===== src/rtl/alu_pkg.sv =====
`default_nettype none
// ============================================================================
//  Module      : alu_pkg
//  Description : Shared definitions for the pipelined ALU: function codes and
//                the status-flag bundle carried from compute to output stage.
//  Revision    : 1.0 - initial release
// ============================================================================
package alu_pkg;

    localparam int C_NB_OP_CODE = 6;

    localparam logic [C_NB_OP_CODE-1:0] OP_SLL  = 6'd0;
    localparam logic [C_NB_OP_CODE-1:0] OP_SRA  = 6'd3;
    localparam logic [C_NB_OP_CODE-1:0] OP_SRL  = 6'd4;
    localparam logic [C_NB_OP_CODE-1:0] OP_ADD  = 6'd32;
    localparam logic [C_NB_OP_CODE-1:0] OP_SUB  = 6'd34;
    localparam logic [C_NB_OP_CODE-1:0] OP_AND  = 6'd36;
    localparam logic [C_NB_OP_CODE-1:0] OP_OR   = 6'd37;
    localparam logic [C_NB_OP_CODE-1:0] OP_XOR  = 6'd38;
    localparam logic [C_NB_OP_CODE-1:0] OP_NOR  = 6'd39;
    localparam logic [C_NB_OP_CODE-1:0] OP_SLT  = 6'd42;
    localparam logic [C_NB_OP_CODE-1:0] OP_SLTU = 6'd43;

    typedef struct packed {
        logic zero;
        logic negative;
        logic carry;
        logic overflow;
    } alu_flags_t;

endpackage
`default_nettype wire


===== src/rtl/alu_core.sv =====
`default_nettype none
// ============================================================================
//  Module      : alu_core
//  Description : Purely combinational ALU datapath: result, status flags and
//                illegal-code decode.
//  Ports       : i_data_a    - signed operand A
//                i_data_b    - signed operand B / unsigned shift amount
//                i_operation - function code
//                o_result    - result
//                o_flags     - zero / negative / carry / overflow
//                o_illegal   - function code not recognised
//  Revision    : 1.0 - initial release
// ============================================================================
module alu_core
    import alu_pkg::*;
#(
    parameter int NB_DATA = 8,
    parameter int NB_OP   = 6
) (
    input  logic [NB_DATA-1:0] i_data_a,
    input  logic [NB_DATA-1:0] i_data_b,
    input  logic [NB_OP-1:0]   i_operation,
    output logic [NB_DATA-1:0] o_result,
    output alu_flags_t         o_flags,
    output logic               o_illegal
);

    localparam int                 NB_SHAMT      = $clog2(NB_DATA);
    localparam logic [NB_DATA-1:0] C_SHIFT_LIMIT = NB_DATA'(NB_DATA);

    logic [NB_DATA:0]    w_sum;
    logic [NB_DATA:0]    w_diff;
    logic [NB_SHAMT-1:0] w_shamt;
    logic                w_shift_big;
    logic                w_sign_a;
    logic                w_sign_b;
    logic [NB_DATA-1:0]  w_result;
    logic                w_carry;
    logic                w_overflow;
    logic                w_illegal;

    // One extra bit so the carry/borrow falls out of the MSB.
    assign w_sum       = {1'b0, i_data_a} + {1'b0, i_data_b};
    assign w_diff      = {1'b0, i_data_a} - {1'b0, i_data_b};
    assign w_shamt     = i_data_b[NB_SHAMT-1:0];
    // The whole B value counts, so large amounts saturate instead of wrapping.
    assign w_shift_big = (i_data_b >= C_SHIFT_LIMIT);
    assign w_sign_a    = i_data_a[NB_DATA-1];
    assign w_sign_b    = i_data_b[NB_DATA-1];

    always_comb begin
        w_result   = '0;
        w_carry    = 1'b0;
        w_overflow = 1'b0;
        w_illegal  = 1'b0;
        case (i_operation)
            NB_OP'(OP_SLL): w_result = w_shift_big ? '0 : (i_data_a << w_shamt);
            NB_OP'(OP_SRL): w_result = w_shift_big ? '0 : (i_data_a >> w_shamt);
            NB_OP'(OP_SRA): w_result = w_shift_big ? {NB_DATA{w_sign_a}}
                                                   : NB_DATA'($signed(i_data_a) >>> w_shamt);
            NB_OP'(OP_ADD): begin
                w_result   = w_sum[NB_DATA-1:0];
                w_carry    = w_sum[NB_DATA];
                w_overflow = (w_sign_a == w_sign_b) && (w_sum[NB_DATA-1] != w_sign_a);
            end
            NB_OP'(OP_SUB): begin
                w_result   = w_diff[NB_DATA-1:0];
                // Wrap-around of the widened difference is the unsigned borrow.
                w_carry    = w_diff[NB_DATA];
                w_overflow = (w_sign_a != w_sign_b) && (w_diff[NB_DATA-1] != w_sign_a);
            end
            NB_OP'(OP_AND): w_result = i_data_a & i_data_b;
            NB_OP'(OP_OR):  w_result = i_data_a | i_data_b;
            NB_OP'(OP_XOR): w_result = i_data_a ^ i_data_b;
            NB_OP'(OP_NOR): w_result = ~(i_data_a | i_data_b);
            NB_OP'(OP_SLT): w_result = {{(NB_DATA-1){1'b0}},
                                        ($signed(i_data_a) < $signed(i_data_b))};
            NB_OP'(OP_SLTU): w_result = {{(NB_DATA-1){1'b0}}, (i_data_a < i_data_b)};
            default:        w_illegal = 1'b1;
        endcase
    end

    assign o_result          = w_result;
    assign o_illegal         = w_illegal;
    assign o_flags.zero      = (w_result == '0);
    assign o_flags.negative  = w_result[NB_DATA-1];
    assign o_flags.carry     = w_carry;
    assign o_flags.overflow  = w_overflow;

endmodule
`default_nettype wire


===== src/rtl/alu_pipe.sv =====
`default_nettype none
// ============================================================================
//  Module      : alu_pipe
//  Description : Two-stage pipelined ALU with valid/ready handshake on both
//                sides. S1 holds the accepted request, S2 the computed result.
//  Ports       : i_clk, i_reset                - clock, sync active-high reset
//                i_valid, o_ready              - request handshake
//                i_data_a, i_data_b, i_operation - request payload
//                o_valid, i_ready              - result handshake
//                o_result, o_zero, o_negative, o_carry, o_overflow, o_illegal
//  Revision    : 1.0 - initial release
// ============================================================================
module alu_pipe
    import alu_pkg::*;
#(
    parameter int NB_DATA = 8,
    parameter int NB_OP   = 6
) (
    input  logic               i_clk,
    input  logic               i_reset,
    input  logic               i_valid,
    output logic               o_ready,
    input  logic [NB_DATA-1:0] i_data_a,
    input  logic [NB_DATA-1:0] i_data_b,
    input  logic [NB_OP-1:0]   i_operation,
    output logic               o_valid,
    input  logic               i_ready,
    output logic [NB_DATA-1:0] o_result,
    output logic               o_zero,
    output logic               o_negative,
    output logic               o_carry,
    output logic               o_overflow,
    output logic               o_illegal
);

    // Stage 1 state
    logic               s1_valid_q,  s1_valid_d;
    logic [NB_DATA-1:0] s1_a_q,      s1_a_d;
    logic [NB_DATA-1:0] s1_b_q,      s1_b_d;
    logic [NB_OP-1:0]   s1_op_q,     s1_op_d;

    // Stage 2 state
    logic               s2_valid_q,  s2_valid_d;
    logic [NB_DATA-1:0] s2_result_q, s2_result_d;
    alu_flags_t         s2_flags_q,  s2_flags_d;
    logic               s2_illegal_q, s2_illegal_d;

    logic               w_s1_load;
    logic               w_s2_load;
    logic [NB_DATA-1:0] w_core_result;
    alu_flags_t         w_core_flags;
    logic               w_core_illegal;

    alu_core #(
        .NB_DATA (NB_DATA),
        .NB_OP   (NB_OP)
    ) u_alu_core (
        .i_data_a    (s1_a_q),
        .i_data_b    (s1_b_q),
        .i_operation (s1_op_q),
        .o_result    (w_core_result),
        .o_flags     (w_core_flags),
        .o_illegal   (w_core_illegal)
    );

    // Readiness depends only on registered state and i_ready, never i_valid.
    assign w_s2_load = !s2_valid_q || i_ready;
    assign w_s1_load = !s1_valid_q || w_s2_load;
    assign o_ready   = w_s1_load;

    always_comb begin
        s1_valid_d   = s1_valid_q;
        s1_a_d       = s1_a_q;
        s1_b_d       = s1_b_q;
        s1_op_d      = s1_op_q;
        s2_valid_d   = s2_valid_q;
        s2_result_d  = s2_result_q;
        s2_flags_d   = s2_flags_q;
        s2_illegal_d = s2_illegal_q;

        if (w_s1_load) begin
            s1_valid_d = i_valid;
            // Payload only captured on a real accept; stale data is harmless.
            if (i_valid) begin
                s1_a_d  = i_data_a;
                s1_b_d  = i_data_b;
                s1_op_d = i_operation;
            end
        end

        if (w_s2_load) begin
            s2_valid_d = s1_valid_q;
            if (s1_valid_q) begin
                s2_result_d  = w_core_result;
                s2_flags_d   = w_core_flags;
                s2_illegal_d = w_core_illegal;
            end
        end
    end

    always_ff @(posedge i_clk) begin
        if (i_reset) begin
            s1_valid_q   <= 1'b0;
            s1_a_q       <= '0;
            s1_b_q       <= '0;
            s1_op_q      <= '0;
            s2_valid_q   <= 1'b0;
            s2_result_q  <= '0;
            s2_flags_q   <= '0;
            s2_illegal_q <= 1'b0;
        end else begin
            s1_valid_q   <= s1_valid_d;
            s1_a_q       <= s1_a_d;
            s1_b_q       <= s1_b_d;
            s1_op_q      <= s1_op_d;
            s2_valid_q   <= s2_valid_d;
            s2_result_q  <= s2_result_d;
            s2_flags_q   <= s2_flags_d;
            s2_illegal_q <= s2_illegal_d;
        end
    end

    assign o_valid    = s2_valid_q;
    assign o_result   = s2_result_q;
    assign o_zero     = s2_flags_q.zero;
    assign o_negative = s2_flags_q.negative;
    assign o_carry    = s2_flags_q.carry;
    assign o_overflow = s2_flags_q.overflow;
    assign o_illegal  = s2_illegal_q;

endmodule
`default_nettype wire


===== config.mk =====
export PLATFORM = sky130hd
export DESIGN_NAME = alu_pipe
export DESIGN_NICKNAME = d
export VERILOG_FILES = /design/src/rtl/alu_pkg.sv /design/src/rtl/alu_core.sv /design/src/rtl/alu_pipe.sv
export SDC_FILE = /design/constraint.sdc
export NUM_CORES = 1
export LEC_CHECK = 0
export CELL_PAD_IN_SITES_DETAIL_PLACEMENT = 1
export CELL_PAD_IN_SITES_GLOBAL_PLACEMENT = 2
export CORE_MARGIN = 3
export CORE_UTILIZATION = 35
export CTS_CLUSTER_DIAMETER = 60
export DETAILED_ROUTE_END_ITERATION = 6
export GPL_ROUTABILITY_DRIVEN = 0
export PLACE_DENSITY = 0.91
export SLEW_MARGIN = 30
export SYNTH_ARGS = -nofsm -noshare
export SYNTH_HDL_FRONTEND = slang
export SYNTH_SLANG_ARGS = --single-unit

===== constraint.sdc =====
create_clock -name i_clk -period 5.9 [get_ports i_clk]
set_input_delay 1.18 -clock i_clk [delete_from_list [all_inputs] [get_ports i_clk]]
set_output_delay 1.18 -clock i_clk [all_outputs]
set_load 0.05 [all_outputs]

==> flow_summary.ini, run 1 <==
[cells_and_area]
area_growth_syn_to_layout_pct = 15.5
finalNetCount = 508
fillers = 1184
drive_gt1_share_pct = 5.93
antennaDiodeCount = 0

[outcome]
status = completed

[clock_tree]
cts.sinks = 36
clk_pin_slew_ns = 0.07
clockRootBuffer = clkbuf_8
hold_buffers = 0
cts_buffer_depth = 2
numCtsBuffers = 5
cts_tree = yes
cts_setup_buffers = 0
cts_max_level = 2
clock_latency_ns = 0.30
cts_resized = 0

[floorplan]
die_h_um = 104
dieArea_um2 = 10800
pin_count = 41
die_w_um = 104
coreArea_um2 = 9280
initial_core_util_pct = 36.0
num_rows = 35

[worst_setup_path]
r2r_end = o_zero
critPathArrivalTime_ns = 2.68
r2r_slack_ns = 2.18
reg2regPathDepth = 10
timing.rr.start = s1_b_q[1]
worst_path_max_delay_cell = clkdlybuf4s50_1
path_common_cell = clkdlybuf4s50_1
slowest_delay_ns = 0.72
worstSetupPathType = in2out
crit_chain = clkdlybuf4s50_1 -> nor2b_1 -> nand2_1 -> clkdlybuf4s50_1
required_ns = 4.72
critPathMaxFanout = 4
end_kind = output pin
start_kind = input pin

[global_routing]
grt_pass1_vias = 3360
grt_pass1_wl_um = 17500
overflow = 0
grt_use_total_pct = 19.7
antenna_found_initial = 0
grt_max_degree = 38

[logic_synthesis]
synth.top_cells.by_count = nand2_1 (64), a21oi_1 (41), dfxtp_1 (36), nor2_1 (36), ha_1 (26)
seq_area_frac_synth_pct = 21.5
synth_top_area_share_pct = 21.5
syn_nets = 493
yosys_warnings = 0
synth_flop_cell = dfxtp_1
ys_seq_elements = 36
synth_edf_count = 0
syn_inst = 439
syn_area_um2 = 3340
synth_area_leader_cell = dfxtp_1
synth_most_common_cell = nand2_1
synth_area_leaders = dfxtp_1 (22%), ha_1 (9.7%), nand2_1 (7.2%), a21oi_1 (6.1%), mux2i_1 (5.7%)
ys_types = 67
synthArstFlopShare_pct = 0
avgSynthCellArea_um2 = 7.62

[sta]
slew_violations = 0
worst_pin_slew_ns = 0.869
fmax_ghz = 0.259
hold_viol = 0
fin_crit_ns = 3.86
fin_ws_ns = 2.04
holdWs_ns = 0.501
relSlewSlack_pct = 42.0
setup_tns_ns = 0
fin_crit_sh_pct = 65.4
rsz0062_at_grt = false
clock_skew_ns = 0.00676
setup_violations = 0

[detailed_routing]
routed_wl_um = 10600
drt-initial-drc-count = 176
vias = 3296
wl_per_cell_um = 18.2
via_per_inst = 5.64
drt-pass1-iter-count = 4
drc = 0
ant_nets = 0

[power_and_ir_drop]
p_per_area_nw_per_um2 = 182
power.leakage_nw = 1.42
peakVddDrop_mv = 0.0906

[min_path]
hold_class = reg2reg
hold_depth = 2
holdCritStartpoint = o_result[1]
min_to = o_result[1]

[flow_run]
maxCapViolCount = 0

[placement]
dpl.hpwl_um = 8030
io_buffers = 40
dp_slack_ns = 2.04
## layout by cell type (no fill, tap or decap), types with 6 or more instances in the layout
master           instances
a211oi_1                17
a21oi_1                 41
clkdlybuf4s50_1         40
dfxtp_1                 36
ha_1                    26
inv_1                   21
mux2i_1                 19
mux4_2                   7
nand2_1                 64
nand2b_1                 6
nor2_1                  36
nor2b_1                  9
nor3_1                  13
o21ai_0                 16
or3_1                    7
xnor2_1                  7
## layer usage
metal	vias up	share of wire, %	routed length [um]	GRT usage (%)
met2	62	48	5050	33.3
met4	0	2.0	208	6.17
met1	1607	47	5010	26.2
li1	1609	-	-	-
met5	-	0	0	0
met3	18	3.1	328	2.49
## power by group
part           leakage [nW]  internal, mW  switching [mW]
clock network        0.0424        0.0844          0.0930
logic                  1.08         0.101           0.135
registers             0.296         0.258          0.0324
total                  1.42         0.442           0.261
## worst max-delay path by stage
stage          startpoint       to  slack (ns)  cells after the start
3_5_place_dp      i_ready  o_ready        2.04                      4
6_report          i_ready  o_ready        2.04                      4
5_1_grt         s1_b_q[1]   o_zero        1.79                     10
4_1_cts           i_ready  o_ready        2.03                      4
3_3_place_gp      i_ready  o_ready        2.10                      4
2_1_floorplan     i_ready  o_ready        3.01                      2
## registers in the layout, summed over array words and instances, names as in the netlist, 6 cells and up
name	flops
o_result	8
s1_a_q	8
s1_b_q	8
s1_op_q	6
## kinds of logic (layout without fill, tap and decap cells)
kind of cell               count (synthesis)  count (layout)  share of synthesized area [%]
and+or+nand+nor                          163             163                           23.6
AOI/OAI and AO/OA                        118             118                           23.5
buffers and inverters                     57              73                           7.03
DFF                                       36              36                           21.5
adders and majority gates                 28              28                           10.9
muxes                                     28              28                           11.1
xor gates and xnor gates                   9               9                           2.36
## area by class of cell
cell class / count / area [um2] / area share [%]
Sequential cell: 36 / 721 / 18.7
Clock inverter: 1 / 8.76 / 0.227
Inverter: 22 / 82.6 / 2.14
Timing Repair Buffer: 43 / 423 / 11.0
Clock buffer: 7 / 76.3 / 1.98
Tap cell: 129 / 161 / 4.18
Multi-Input combinational cell: 346 / 2390 / 61.9
## stage by stage
| step | power (mW) | area, um2 | instances | util (%) |
|---|---|---|---|---|
| 2_1_floorplan | 0.453 | 3340 | 439 | - |
| 3_3_place_gp | 0.522 | 3780 | 576 | 40.7 |
| 3_5_place_dp | 0.529 | 3780 | 576 | 40.7 |
| 4_1_cts | 0.709 | 3860 | 584 | 41.6 |
| 5_1_grt | 0.746 | 3860 | 584 | 41.6 |
| 6_report | 0.703 | 3860 | 584 | 41.6 |
## critical path, delay by kind of cell
kind | cells | cell delay [ns]
AND/OR/NAND/NOR | 2 | 0.38
buffers and inverters | 2 | 1.12
(Power assumes the default switching activity.)
==> run 2: changes to the inputs <==
--- a/config.mk
+++ b/config.mk
@@ -8,11 +8,11 @@
 export CELL_PAD_IN_SITES_DETAIL_PLACEMENT = 1
 export CELL_PAD_IN_SITES_GLOBAL_PLACEMENT = 2
 export CORE_MARGIN = 3
-export CORE_UTILIZATION = 35
+export CORE_UTILIZATION = 30
 export CTS_CLUSTER_DIAMETER = 60
 export DETAILED_ROUTE_END_ITERATION = 6
 export GPL_ROUTABILITY_DRIVEN = 0
-export PLACE_DENSITY = 0.91
+export PLACE_DENSITY = 0.84
 export SLEW_MARGIN = 30
 export SYNTH_ARGS = -nofsm -noshare
 export SYNTH_HDL_FRONTEND = slang
==> constraint.sdc (replaced) <==
create_clock -name i_clk -period 3.5 [get_ports i_clk]
set_input_delay 0.7 -clock i_clk [delete_from_list [all_inputs] [get_ports i_clk]]
set_output_delay 0.7 -clock i_clk [all_outputs]
set_load 0.05 [all_outputs]
==> run 2 against run 1 <==
Net effect: register-to-register slack worse by 1.7 ns; hold slack worse by 0.0011 ns; non-clock buffer count is 11 higher; global-route usage is 1.7 points lower; sequential cell count stayed put; largest power group unchanged; highest routed layer unchanged.
==> flow_summary.ini, run 2 (same netlist as run 1, synthesis figures left out) <==
[clock_tree]
hold_buffers = 0
numCtsBuffers = 5
cts_max_level = 2
clock_latency_ns = 0.29
cts_setup_buffers = 0
clockRootBuffer = clkbuf_8
clk_pin_slew_ns = 0.08
cts_buffer_depth = 2
cts_resized = 0
cts_tree = yes
cts.sinks = 36

[min_path]
holdCritStartpoint = s1_b_q[3]
hold_class = reg2reg

[floorplan]
die_w_um = 112
num_rows = 37
initial_core_util_pct = 31.5
die_h_um = 112
coreArea_um2 = 10600
dieArea_um2 = 12500
pin_count = 41

[placement]
io_buffers = 40
dp.cells = 594
place_area_um2 = 3870
dpl.hpwl_um = 8790

[detailed_routing]
drc = 0
wl_per_cell_um = 18.5
ant_nets = 0
via_per_inst = 5.53
vias = 3330
drt-pass1-iter-count = 4
drt-initial-drc-count = 186
routed_wl_um = 11100

[cells_and_area]
finalNetCount = 519
final_common_cell = nand2_1
drive_gt1_share_pct = 8.15
antennaDiodeCount = 0
final_cell_area_um2 = 3950
final_cells = 602
area_growth_syn_to_layout_pct = 18.2
final_cell_mix = nand2_1 (64), a21oi_1 (41), clkdlybuf4s50_1 (40)
finish.utilization_pct = 37.3

[sta]
slew_violations = 0
setup_violations = 0
setup_tns_ns = 0
fmax_ghz = 0.328
rsz0062_at_grt = false
clock_skew_ns = 0.00691
hold_viol = 0
fin_crit_sh_pct = 87.2
relSlewSlack_pct = 43.1
worst_pin_slew_ns = 0.848
fin_crit_ns = 3.05

[power_and_ir_drop]
pwr-share-clk_pct = 25.0
switching_share_pct = 37.1
p_per_area_nw_per_um2 = 304
seqPwrFrac_pct = 38.7
power.total_mw = 1.20
peakVddDrop_mv = 0.162
p_int_mw = 0.755
power.leakage_nw = 1.48
comb_power_share_pct = 36.3
p_sw_mw = 0.446

[flow_run]
maxCapViolCount = 0

[worst_setup_path]
crit_chain = inv_1 -> ha_1 -> o21ba_2 -> nor4_1 -> nor3_1 -> a211o_1 -> a221oi_2 -> and2_0 -> nor4bb_1 -> a41o_1
slowest_delay_ns = 0.53
critPathMaxFanout = 10
r2r_slack_ns = 0.45
worstSetupPathType = reg2reg
crit_start = s1_a_q[1]
end_kind = flip-flop
start_kind = flip-flop
timing.rr.start = s1_a_q[1]
required_ns = 3.74
critPathArrivalTime_ns = 3.29
worst_path_max_delay_cell = dfxtp_1

[global_routing]
grt_pass1_wl_um = 18300
antenna_found_initial = 0
grt_use_total_pct = 18.0
overflow = 0
grt_pass1_vias = 3468
grt_max_degree = 28

[outcome]
status = completed
run 2: cell count changes in the layout (fill, tap and decap cells not counted):
cell | before | now
buf_4 | 3 | 14
run 2: metal layers:
layer | wire, um | vias to the layer above | GRT usage (%)
li1 | - | 1623 | -
met1 | 5190 | 1600 | 24.3
met2 | 5180 | 86 | 29.4
met3 | 421 | 21 | 2.17
met4 | 342 | 0 | 6.65
met5 | 0 | - | 0
run 2: stage by stage:
| step | hold WS [ns] | worst slack [ns] |
|---|---|---|
| 2_1_floorplan | 0.465 | 0.691 |
| 3_3_place_gp | 0.485 | 0.615 |
| 3_5_place_dp | 0.496 | 0.510 |
| 4_1_cts | 0.505 | 0.478 |
| 5_1_grt | 0.525 | 0.112 |
| 6_report | 0.499 | 0.448 |
run 2: worst paths after layout:
check,to,cells after the start
max,o_zero,10
min,s1_b_q[3],2
max reg2reg,o_zero,10
min reg2reg,s1_b_q[3],2
run 2: cell type report:
| class | count | area (um2) |
|---|---|---|
| Fill cell | 1289 | 6650 |
| Multi-Input combinational cell | 346 | 2390 |
| Sequential cell | 36 | 721 |
| Timing Repair Buffer | 54 | 505 |
| Tap cell | 136 | 170 |
| Inverter | 22 | 82.6 |
| Clock buffer | 7 | 76.3 |
| Clock inverter | 1 | 8.76 |
run 2: critical path, delay by kind of cell, from the launching register on:
kind / cells / cell delay, ns
buffers and inverters: 1 / 0.19
AO/OA/AOI/OAI: 4 / 1.06
flip-flops: 1 / 0.53
adder cells (fa/ha/maj): 1 / 0.37
AND/OR/NAND/NOR: 4 / 0.85
run 2: power groups by stage:
stage	logic, mW	clock network, mW	registers (mW)
5_1_grt	0.476	0.326	0.470
4_1_cts	0.435	0.314	0.465
6_report	0.436	0.301	0.465
3_5_place_dp	0.433	0	0.474
2_1_floorplan	0.265	0	0.498
3_3_place_gp	0.428	0	0.473
==> run 3: changes to the inputs <==
--- a/config.mk
+++ b/config.mk
@@ -13,7 +13,8 @@
 export DETAILED_ROUTE_END_ITERATION = 6
 export GPL_ROUTABILITY_DRIVEN = 0
 export PLACE_DENSITY = 0.84
-export SLEW_MARGIN = 30
+export SKIP_CTS_REPAIR_TIMING = 1
+export SLEW_MARGIN = 20
 export SYNTH_ARGS = -nofsm -noshare
 export SYNTH_HDL_FRONTEND = slang
 export SYNTH_SLANG_ARGS = --single-unit
==> results of run 3 <==
Same layout as run 2: the final DEF is identical, and so are final timing and power.
